File: src/rtl/decode_hazard_stage.sv
// MIPS decode stage and ID/EX register: load-latency scoreboard, EX valid/ready hold, flush.
// Optional writeback-to-decode operand bypass enabled by defining DECODE_WB_BYPASS_EN.
module decode_hazard_stage #(
  parameter int DATA_W   = 32,
  parameter int CTRL_W   = 24,
  parameter int LOAD_LAT = 1
) (
  input  logic              clock,
  input  logic              reset,
  input  logic              if_id_valid,
  input  logic [31:0]       if_id_instrucao,
  input  logic [DATA_W-1:0] if_id_proximopc,
  input  logic [CTRL_W-1:0] ctl_bundle,
  input  logic [4:0]        ctl_regdest,
  input  logic              ctl_writereg,
  input  logic              ctl_isload,
  input  logic              ctl_usesrs,
  input  logic              ctl_usesrt,
  input  logic [DATA_W-1:0] reg_id_dataa,
  input  logic [DATA_W-1:0] reg_id_datab,
  input  logic              wb_we,
  input  logic [4:0]        wb_addr,
  input  logic [DATA_W-1:0] wb_data,
  input  logic              ex_ready,
  input  logic              ex_flush,
  output logic [4:0]        id_reg_addra,
  output logic [4:0]        id_reg_addrb,
  output logic              id_if_stall,
  output logic [DATA_W-1:0] id_if_pcimd2ext,
  output logic              id_ex_valid,
  output logic [CTRL_W-1:0] id_ex_ctrl,
  output logic [DATA_W-1:0] id_ex_rega,
  output logic [DATA_W-1:0] id_ex_regb,
  output logic [DATA_W-1:0] id_ex_imedext,
  output logic [DATA_W-1:0] id_ex_proximopc,
  output logic [4:0]        id_ex_regdest,
  output logic              id_ex_writereg,
  output logic [1:0]        id_state
);

  typedef enum logic [1:0] {
    ST_RUN  = 2'd0,
    ST_HAZ  = 2'd1,
    ST_HOLD = 2'd2
  } state_t;

  function automatic logic signed [DATA_W-1:0] sext16(input logic [15:0] v);
    return {{(DATA_W-16){v[15]}}, v};
  endfunction

  state_t state_q, state_d;

  logic [4:0]               rs, rt;
  logic signed [DATA_W-1:0] imm_ext;
  logic [DATA_W-1:0]        opa, opb;
  logic                     hazard, issue, sb_new_v, stall;

  logic [LOAD_LAT-1:0]      sb_v;
  logic [4:0]               sb_dest [LOAD_LAT];

  logic                     vld_p1, writereg_p1;
  logic [CTRL_W-1:0]        ctrl_p1;
  logic [4:0]               regdest_p1;
  logic [DATA_W-1:0]        rega_p1, regb_p1, proximopc_p1;
  logic signed [DATA_W-1:0] imedext_p1;

  assign rs           = if_id_instrucao[25:21];
  assign rt           = if_id_instrucao[20:16];
  assign imm_ext      = sext16(if_id_instrucao[15:0]);
  assign id_reg_addra = rs;
  assign id_reg_addrb = rt;

  // Branch target wraps modulo 2^DATA_W.
  assign id_if_pcimd2ext = if_id_proximopc + {imm_ext[DATA_W-3:0], 2'b00};

`ifdef DECODE_WB_BYPASS_EN
  assign opa = (wb_we && (wb_addr != 5'd0) && (wb_addr == rs)) ? wb_data : reg_id_dataa;
  assign opb = (wb_we && (wb_addr != 5'd0) && (wb_addr == rt)) ? wb_data : reg_id_datab;
  logic [5:0] unused_opcode;
  assign unused_opcode = if_id_instrucao[31:26];
`else
  assign opa = reg_id_dataa;
  assign opb = reg_id_datab;
  logic unused_wb;
  assign unused_wb = ^{wb_we, wb_addr, wb_data, if_id_instrucao[31:26]};
`endif

  // Any in-flight load whose destination is read by the instruction in ID blocks it.
  always_comb begin
    hazard = 1'b0;
    for (int k = 0; k < LOAD_LAT; k++) begin
      if (sb_v[k] && (sb_dest[k] != 5'd0)) begin
        if ((ctl_usesrs && (rs == sb_dest[k])) || (ctl_usesrt && (rt == sb_dest[k])))
          hazard = 1'b1;
      end
    end
    hazard = hazard & if_id_valid;
  end

  assign issue    = if_id_valid & ~hazard & ex_ready & ~ex_flush;
  assign sb_new_v = issue & ctl_isload & ctl_writereg & (ctl_regdest != 5'd0);

  always_comb begin
    state_d = ST_RUN;
    stall   = 1'b0;
    if (ex_flush) begin
      state_d = ST_RUN;
    end else if (!ex_ready) begin
      state_d = ST_HOLD;
      stall   = 1'b1;
    end else if (hazard) begin
      state_d = ST_HAZ;
      stall   = 1'b1;
    end
    if (reset) stall = 1'b0;
  end

  assign id_if_stall = stall;
  assign id_state    = state_q;

  always_ff @(posedge clock) begin
    if (reset) state_q <= ST_RUN;
    else       state_q <= state_d;
  end

  // Scoreboard advances only when EX accepts; the oldest entry falls off the end.
  always_ff @(posedge clock) begin
    if (reset) begin
      sb_v <= '0;
    end else if (ex_ready) begin
      sb_v[0] <= sb_new_v;
      for (int k = 1; k < LOAD_LAT; k++) sb_v[k] <= sb_v[k-1];
    end
  end

  always_ff @(posedge clock) begin
    if (ex_ready) begin
      sb_dest[0] <= ctl_regdest;
      for (int k = 1; k < LOAD_LAT; k++) sb_dest[k] <= sb_dest[k-1];
    end
  end

  // ---- ID -> EX boundary (p1) ----
  always_ff @(posedge clock) begin
    if (reset) begin
      vld_p1       <= 1'b0;
      ctrl_p1      <= '0;
      regdest_p1   <= '0;
      writereg_p1  <= 1'b0;
      rega_p1      <= '0;
      regb_p1      <= '0;
      imedext_p1   <= '0;
      proximopc_p1 <= '0;
    end else if (issue) begin
      vld_p1       <= 1'b1;
      ctrl_p1      <= ctl_bundle;
      regdest_p1   <= ctl_regdest;
      writereg_p1  <= ctl_writereg;
      rega_p1      <= opa;
      regb_p1      <= opb;
      imedext_p1   <= imm_ext;
      proximopc_p1 <= if_id_proximopc;
    end else if (ex_flush || ex_ready) begin
      vld_p1      <= 1'b0;
      ctrl_p1     <= '0;
      regdest_p1  <= '0;
      writereg_p1 <= 1'b0;
    end
  end

  assign id_ex_valid     = vld_p1;
  assign id_ex_ctrl      = ctrl_p1;
  assign id_ex_rega      = rega_p1;
  assign id_ex_regb      = regb_p1;
  assign id_ex_imedext   = imedext_p1;
  assign id_ex_proximopc = proximopc_p1;
  assign id_ex_regdest   = regdest_p1;
  assign id_ex_writereg  = writereg_p1;

endmodule

File: config.mk
export PLATFORM = sky130hd
export DESIGN_NAME = decode_hazard_stage
export DESIGN_NICKNAME = d
export VERILOG_FILES = /design/src/rtl/decode_hazard_stage.sv
export SDC_FILE = /design/constraint.sdc
export NUM_CORES = 1
export LEC_CHECK = 0
export CORE_AREA = 2 2 159 161
export DETAILED_ROUTE_END_ITERATION = 10
export DIE_AREA = 0 0 161 163
export PLACE_DENSITY_LB_ADDON = 0.12
export SYNTH_ARGS = -nofsm -noshare
export SYNTH_HDL_FRONTEND = slang
export SYNTH_SLANG_ARGS = --single-unit
File: constraint.sdc
create_clock -name clock -period 2.35 [get_ports clock]
set_input_delay 0.235 -clock clock [delete_from_list [all_inputs] [get_ports clock]]
set_output_delay 0.235 -clock clock [all_outputs]
set_load 0.02 [all_outputs]
* Yosys cells after proc, flatten, opt, wreduce, memory -nomap -nowiden
Memory sizes are Yosys's and may differ from the RTL's.
Index checks and enable logic that the tools add are counted.
** Word-level totals
- Word-level logic and storage cells :: 52
- Output and inout bits :: 204
- Memories kept :: 1
- RAM bits :: 5
- Bits in registers :: 146
** Cells by class
- Muxes and demuxes :: 17
- Reductions and logical operators :: 10
- Add/sub/neg operators :: 1
- Equal/unequal tests :: 2
- Bitwise operators :: 10
** Memory list
- sb_dest :: words 1, width 5, read ports 1, clocked after memory_dff 0, write ports 1, line 59 : logic [4:0] sb_dest [LOAD_LAT];
** Operators with widths (count)
- 2-to-1 mux 24 bit :: 2
- adder 32 bit :: 1
- 2-to-1 mux 1 bit :: 12
- equality test 5 bit :: 2
- 2-to-1 mux 5 bit :: 2
- nonzero test 5 bit :: 2
- bitwise AND 1 bit :: 7
- logical AND 1 bit :: 3
- NOT 1 bit :: 3
- OR reduction 3 bit :: 1
- logical OR 1 bit :: 2
- 2-to-1 mux 2 bit :: 1
- nonzero test 2 bit :: 1
- OR reduction 2 bit :: 1

* Depth between registers and ports, before layout
Gate-level depths: netlist of run 1.
An unclocked memory read counts as a cell.
- Depth in word-level cells :: 14
- Gate-level depth with buffers :: 9
- Mapped depth without buffers :: 9

* Worst setup path before layout of run 1
OpenSTA, ideal clock, no wires.
- Path kind :: input to output
- From :: in if_id_instrucao[3]
- To :: out id_if_pcimd2ext[31]
- Path slack :: -0.407 ns
- Arrival :: 2.522 ns
- Data required time :: 2.115 ns
- Stages :: 8
- Path through :: ha_1 a21o_1 a21oi_2 a21oi_2 o31ai_2 o21ai_2 mux2i_1 a2111oi_1
** Between the ends
- Word-level cells in the longest chain between the ends :: 1
** RTL lines
- start, declared :: line 11 : input logic [31:0] if_id_instrucao,
- adder 32 bit :: line 74 : assign id_if_pcimd2ext = if_id_proximopc + {imm_ext[DATA_W-3:0], 2'b00};
- end, declared :: line 29 : output logic [DATA_W-1:0] id_if_pcimd2ext,
Every way passes these cells.

* Worst setup path in the final report of run 1
- From :: in if_id_proximopc[2]
- To :: out id_if_pcimd2ext[28]
** Between the ends
- Word-level cells in the longest chain between the ends :: 1
** RTL lines
- start, declared :: line 12 : input logic [DATA_W-1:0] if_id_proximopc,
- adder 32 bit :: line 74
Every way passes these cells.

==> results of run 1 <==
-- timing repair --
action	in CTS	in global routing
gates cloned	2	13
pin swaps	71	199
endpoints found under the setup margin	31	135
resized for setup	350	331
buffers inserted	24	11
-- state kept, by name, summed over array words and instances (netlist names) --
| name | count |
|---|---|
| id_ex_proximopc | 32 |
| id_ex_rega | 32 |
| id_ex_regb | 32 |
| id_ex_ctrl | 24 |
| id_ex_imedext | 16 |
| id_ex_regdest | 5 |
| sb_dest | 5 |
| id_state | 2 |
| id_ex_valid | 1 |
| id_ex_writereg | 1 |
| sb_v | 1 |
-- critical path: stages --
cell and delay, ps:
buf_8 100, ha_4 150, fa_2 370, a21oi_4 140, o211ai_1 100, o211ai_1 220
and3_4 300, nor4_4 50, or2_4 250, a311o_1 280, buf_6 140
-- per-stage QoR --
stage / power (W) / utilization
final: 0.007858 / 0.5892
after global routing: 0.008229 / 0.5892
after CTS: 0.007681 / 0.5270
after detailed placement: 0.004740 / 0.4798
after global placement: 0.004738 / 0.4798
after floorplan: 0.003682 / -
-- power breakdown --
group          internal, W  leakage, nW  total (W)  switching [W]
sequential         0.00265         1.23    0.00270      0.0000480
combinational      0.00122         4.33    0.00238        0.00116
clock              0.00150        0.280    0.00277        0.00127
total              0.00538         5.85    0.00786        0.00248
-- metal layers --
metal / GRT usage / routed length (um)
met5: 0 / 16
met4: 0.05479 / 491
met3: 0.06825 / 2069
met2: 0.3439 / 14550
met1: 0.2326 / 11800
-- cell type report --
cell class              count  area share
clock buffers              17     0.02926
well taps                 330     0.02840
repair buffers            531      0.3608
inverters                  18    0.004648
clock inverters            14     0.01076
multi-input cells         613      0.3548
flip-flops and latches    151      0.2114
-- path summary, 6_finish.rpt --
| kind | startpoint | slack [ps] | to | cells past startpoint |
|---|---|---|---|---|
| max | if_id_proximopc[2] | -230 | id_if_pcimd2ext[28] | 11 |
| min | if_id_proximopc[5] | 40 | id_ex_proximopc[5]$_SDFFE_PP0P_ | 3 |
| min reg2reg | id_ex_regb[24]$_SDFFE_PP0P_ | 460 | id_ex_regb[24]$_SDFFE_PP0P_ | 2 |
| max reg2reg | sb_dest[0][3]$_DFFE_PP_ | -120 | id_ex_proximopc[27]$_SDFFE_PP0P_ | 9 |
-- kinds of logic after synthesis --
group | share of synthesized area
AOI/OAI and AO/OA | 0.2065
xor gates and xnor gates | 0.03729
adders and majority gates | 0.05434
buffers and inverters | 0.07068
DFF | 0.4362
muxes | 0.004440
and+or+nand+nor | 0.1906
-- synth_stat cells (3+ instances only) --
library cell / n
inv_1: 18
buf_2: 7
nor4b_1: 3
o21ai_0: 11
clkbuf_1: 29
nand3_1: 4
nor2_1: 17
a211oi_1: 3
ha_1: 29
o21bai_1: 6
a21o_1: 7
nor3_1: 15
a22o_1: 30
a21oi_1: 133
buf_4: 36
xnor2_1: 24
nand2_1: 251
o21a_1: 4
nand4_1: 6
edfxtp_1: 5
nand2b_1: 5
and3_1: 3
o211ai_1: 6
o31ai_1: 3
dfxtp_1: 146
xor2_1: 6
==> metrics.csv, run 1 <==
metric;value;unit
dp_hpwl;19.32;mm
htreeDepth;4;
hold_path.class;input port to flop;
vias_per_cell;4.697;
min_period_over_period;1.097;
hold_viol;0;
die_h;163;um
row_count;58;
syn_area;7046;um2
vias;7862;
grt.overflow.total;0;
worst_pin_slew;1283;ps
skew;11.69;ps
grt_pass1_vias;7465;
netlist.area_leader.share;0.4148;
power_density;540.5;nW/um2
drc;0;
path_class;input port to output port;
ir_worst_vdd;457.8;uV
fin_crit;2579;ps
rsz0062_at_grt;yes;
synth_area_leaders;dfxtp_1 41%, nand2_1 13%, a21oi_1 9.4%;
fin_area;14540;um2
syn_nets;1090;
async_flop_share;0;
leakage;5.846;nW
grt_max_degree;77;
die_area;26240;um2
finalSetupTns;-8098;ps
ys_warn_count;0;
preCtsSetupSlack;-1241;ps
numCtsBuffers;17;
cp-end-kind;output port;
final_common_cell;clkdlybuf4s50_1;
multi_input_area;5157;um2
die_w;161;um
core_area;24670;um2
cts-root-buf;clkbuf_16;
placedCellCount;1596;
diodes;0;
ys.flop_type;dfxtp_1;
cts_hold_buf;0;
yosys.area.top_type;dfxtp_1;
antenna_found_initial;1;
wl_per_cell;17.28;um
finalSetupViolations;106;
fmax;387.7;MHz
synth_edf_count;5;
cp.arrival;2340;ps
whs;43.77;ps
layout_common_cells;294 x clkdlybuf4s50_1, 153 x nand2_1, 146 x dfxtp_1;
insertion_delay;430;ps
regArea;3073;um2
nFillCells;2206;
synth_cell_types;63;
grt_pass1_wl;40.99;mm
cts_buffer_depth;2;
ios;408;
cp.required;2120;ps
synthesis.instances;856;
cts_tree;yes;
maxSlewHeadroom;0.1448;
placed_cell_area;11840;um2
nets;1566;
ys_seq_elements;151;
fin_ws;-229.1;ps
synth_area_per_cell;8.231;um2
layout.cells.non_filler;1674;
cap_violations;0;
ant_nets;0;
clk_pin_slew;70;ps
drt_wl_total;28.93;mm
layout-drive-gt1-share;0.4003;
portBuffers;363;
area_growth;106.3;%
status;finished, violations left;
slew_viol_final;0;
seq_area_frac_synth;0.4362;
drt_iter0_drc;265;
clock_sinks;151;
critPathMaxFanout;3;
violations;setup timing;
start_util;0.2855;
dr.pass1.iters;4;
cp-start-kind;input port;
gp_congestion;0.8239;
grt_usage;0.1981;
Power figures use the tool's default switching activity.
==> run 2, diff against run 1 <==
- CORE_AREA: 2 2 159 161 -> 4 4 158 160
- CTS_BUF_LIST: default -> sky130_fd_sc_hd__clkbuf_4 sky130_fd_sc_hd__clkbuf_8
- DIE_AREA: 0 0 161 163 -> 0 0 162 164
==> run 2 against run 1 <==
Compared with the run above: the run still ends with setup timing left; combinational power hardly changed; clock skew increased by 7.5 ps; critical path depth fell by 2; first-iteration DRC count increased by 18%; critical path type unchanged; critical endpoint is now id_if_pcimd2ext[30]; largest cell class unchanged; highest routed layer unchanged.
==> metrics.csv, run 2 (same netlist as run 1, synthesis figures left out) <==
metric;value;unit;change
crit_chain;clkdlybuf4s50_1 > ha_1 > a21o_1 > nand2_1 > nand2_1 > a21oi_1 > mux2_2 > a311oi_4 > buf_6;;
cts_tree;yes;;
layout-drive-gt1-share;0.3912;;-0.009058
worstSetupEndpoint;id_if_pcimd2ext[30];;
fin_ws;-278.2;ps;-49.12 ps
crit_path_frequent_cell;nand2_1;;
rr_startpoint;sb_dest[0][2]$_DFFE_PP_;;
vias;7905;;+0.55%
numCtsBuffers;17;;unchanged
fmax;380.5;MHz;-1.9%
min_period_over_period;1.118;;+0.02090
grt_usage;0.1943;;-0.003776
cp.required;2120;ps;about the same
drc;0;;unchanged
dr.pass1.iters;4;;unchanged
ant_nets;0;;unchanged
ios;408;;unchanged
die_w;162;um;+0.62%
leakage;5.789;nW;-0.97%
nets;1569;;+0.19%
cp_slowest_cell;clkdlybuf4s50_1;;
grt_max_degree;72;;-6.5%
worst-r2r-setup-slack;-30;ps;+90 ps
worst_pin_slew;1159;ps;-124.0 ps
start_util;0.3011;;+0.01551
area_growth;102.5;%;
cap_violations;0;;unchanged
placedCellCount;1590;;-0.38%
worst-path-stages;9;;-2
ir_worst_vdd;272.2;uV;-41%
min-delay-start;if_id_proximopc[14];;
crit_start;if_id_proximopc[27];;
violations;setup timing;;
preCtsSetupSlack;-1194;ps;+46.69 ps
die_area;26570;um2;+1.2%
cts_buffer_depth;2;;unchanged
layout.cells.non_filler;1667;;-0.42%
critPathMaxFanout;2;;-1
finalSetupViolations;27;;-75%
skew;19.22;ps;+7.531 ps
htreeDepth;4;;unchanged
r2r-end;id_ex_regb[24]$_SDFFE_PP0P_;;
vias_per_cell;4.742;;+0.97%
maxSlewHeadroom;0.2274;;+0.08267
gp_congestion;0.8765;;+6.4%
path_class;input port to output port;;
layout_common_cells;294 x clkdlybuf4s50_1, 157 x nand2_1, 148 x buf_4;;
path_buf_inv;2;;unchanged
cp-start-kind;input port;;
final_common_cell;clkdlybuf4s50_1;;
clk_pin_slew;100;ps;+30 ps
grt.overflow.total;0;;unchanged
cp.arrival;2390;ps;+50 ps
final_util;0.6098;;+0.02056
drt_iter0_drc;313;;+18%
core_area;23400;um2;-5.2%
critPathTopFamily;compound AO/OA/AOI/OAI gates;;
status;finished, violations left;;
dp_hpwl;20.11;mm;+4.1%
hold_viol;0;;unchanged
ff2ff_path_depth;9;;unchanged
slowest_delay;510;ps;+140 ps
antenna_found_initial;3;;+2
grt_pass1_vias;7587;;+1.6%
slew_viol_final;0;;unchanged
portBuffers;363;;unchanged
wl_per_cell;17.47;um;+1.1%
grt_pass1_wl;41.23;mm;+0.59%
clock_sinks;151;;unchanged
drt_wl_total;29.12;mm;+0.66%
row_count;56;;-3.4%
hold_path.class;input port to flop;;
insertion_delay;450;ps;+20 ps
hold-path-cell-count;3;;unchanged
die_h;164;um;+0.61%
rsz0062_at_grt;yes;;
cp-end-kind;output port;;
power_density;502.5;nW/um2;-7.0%
fin_crit;2628;ps;+49.12 ps
cts-root-buf;clkbuf_8;;
[run 2: cell types whose count changed in the layout (fill, tap and decap cells not counted), sizes merged, moves of 2 or more]
cell           before  now
dlygate4sd2         3    6
dlygate4sd3         0    3
clkbuf             34   39
buf               209  204
clkdlybuf4s15       6    1
dlymetal6s2s        2    4
[run 2: stage by stage]
step                TNS [ps]  cell area [um2]  total power (W)  hold slack [ps]
detailed placement    -21660            11840         0.004750            442.9
floorplan             -13.68             7174         0.003682            333.9
CTS                    -2289            12680         0.006963            19.89
finish                 -1789            14270         0.007171            42.22
global placement      -21460            11840         0.004747            438.3
global route          -11820            14270         0.007523            9.957
[run 2: how the worst min path moves through the flow]
stage | end | slack [ps]
2_1_floorplan | sb_dest[0][0]$_DFFE_PP_ | 330
3_3_place_gp | id_ex_valid$_SDFFE_PP0P_ | 440
3_5_place_dp | id_ex_valid$_SDFFE_PP0P_ | 440
4_1_cts | id_ex_rega[30]$_SDFFE_PP0P_ | 20
5_1_grt | id_ex_imedext[3]$_SDFFE_PP0P_ | 10
6_report | id_ex_proximopc[14]$_SDFFE_PP0P_ | 40
[run 2: final cells by class]
type | instances | area [um2]
fill | 2077 | 9133
timing repair buffer | 534 | 5186
multi-input combinational | 613 | 5151
sequential | 151 | 3073
tap | 319 | 399.1
clock buffer | 17 | 234.0
clock inverter | 14 | 156.4
inverter | 18 | 67.56
antenna | 1 | 2.502
[run 2: worst register-to-register path: stages, from the launching register on]
cell and delay (ps):
edfxtp_1 440, or4_1 530, o211ai_1 270, buf_4 180, nor3b_4 210, buf_6 150
buf_12 160, clkbuf_16 190, nand2_4 50, a21oi_2 130
[run 2: report_power, final]
| group | internal, W | switching, W |
|---|---|---|
| Sequential | 0.00265 | 0.0000480 |
| Combinational | 0.00122 | 0.00116 |
| Clock | 0.000887 | 0.00121 |
| Total | 0.00476 | 0.00241 |
[run 2: repair_timing]
action                                  CTS  global route
setup buffers                            15            17
endpoints found under the hold margin     2             1
hold buffers                              2             1
gates cloned                              0            13
endpoints found under the setup margin   83           118
resized for setup                       293           366
pin swaps                                68           215
[run 2: routing by layer]
| layer | wire length [um] | GRT usage | share of wire |
|---|---|---|---|
| met3 | 2153 | 0.07102 | 0.074 |
| met2 | 14550 | 0.3394 | 0.50 |
| met4 | 506 | 0.04575 | 0.017 |
| met1 | 11890 | 0.2281 | 0.41 |
| met5 | 21 | 0 | 0.00072 |
==> run 3, diff against run 2 <==
- CAP_MARGIN: default -> 10
==> results of run 3 <==
The final DEF is identical to that of run 2; final timing and power are the same.
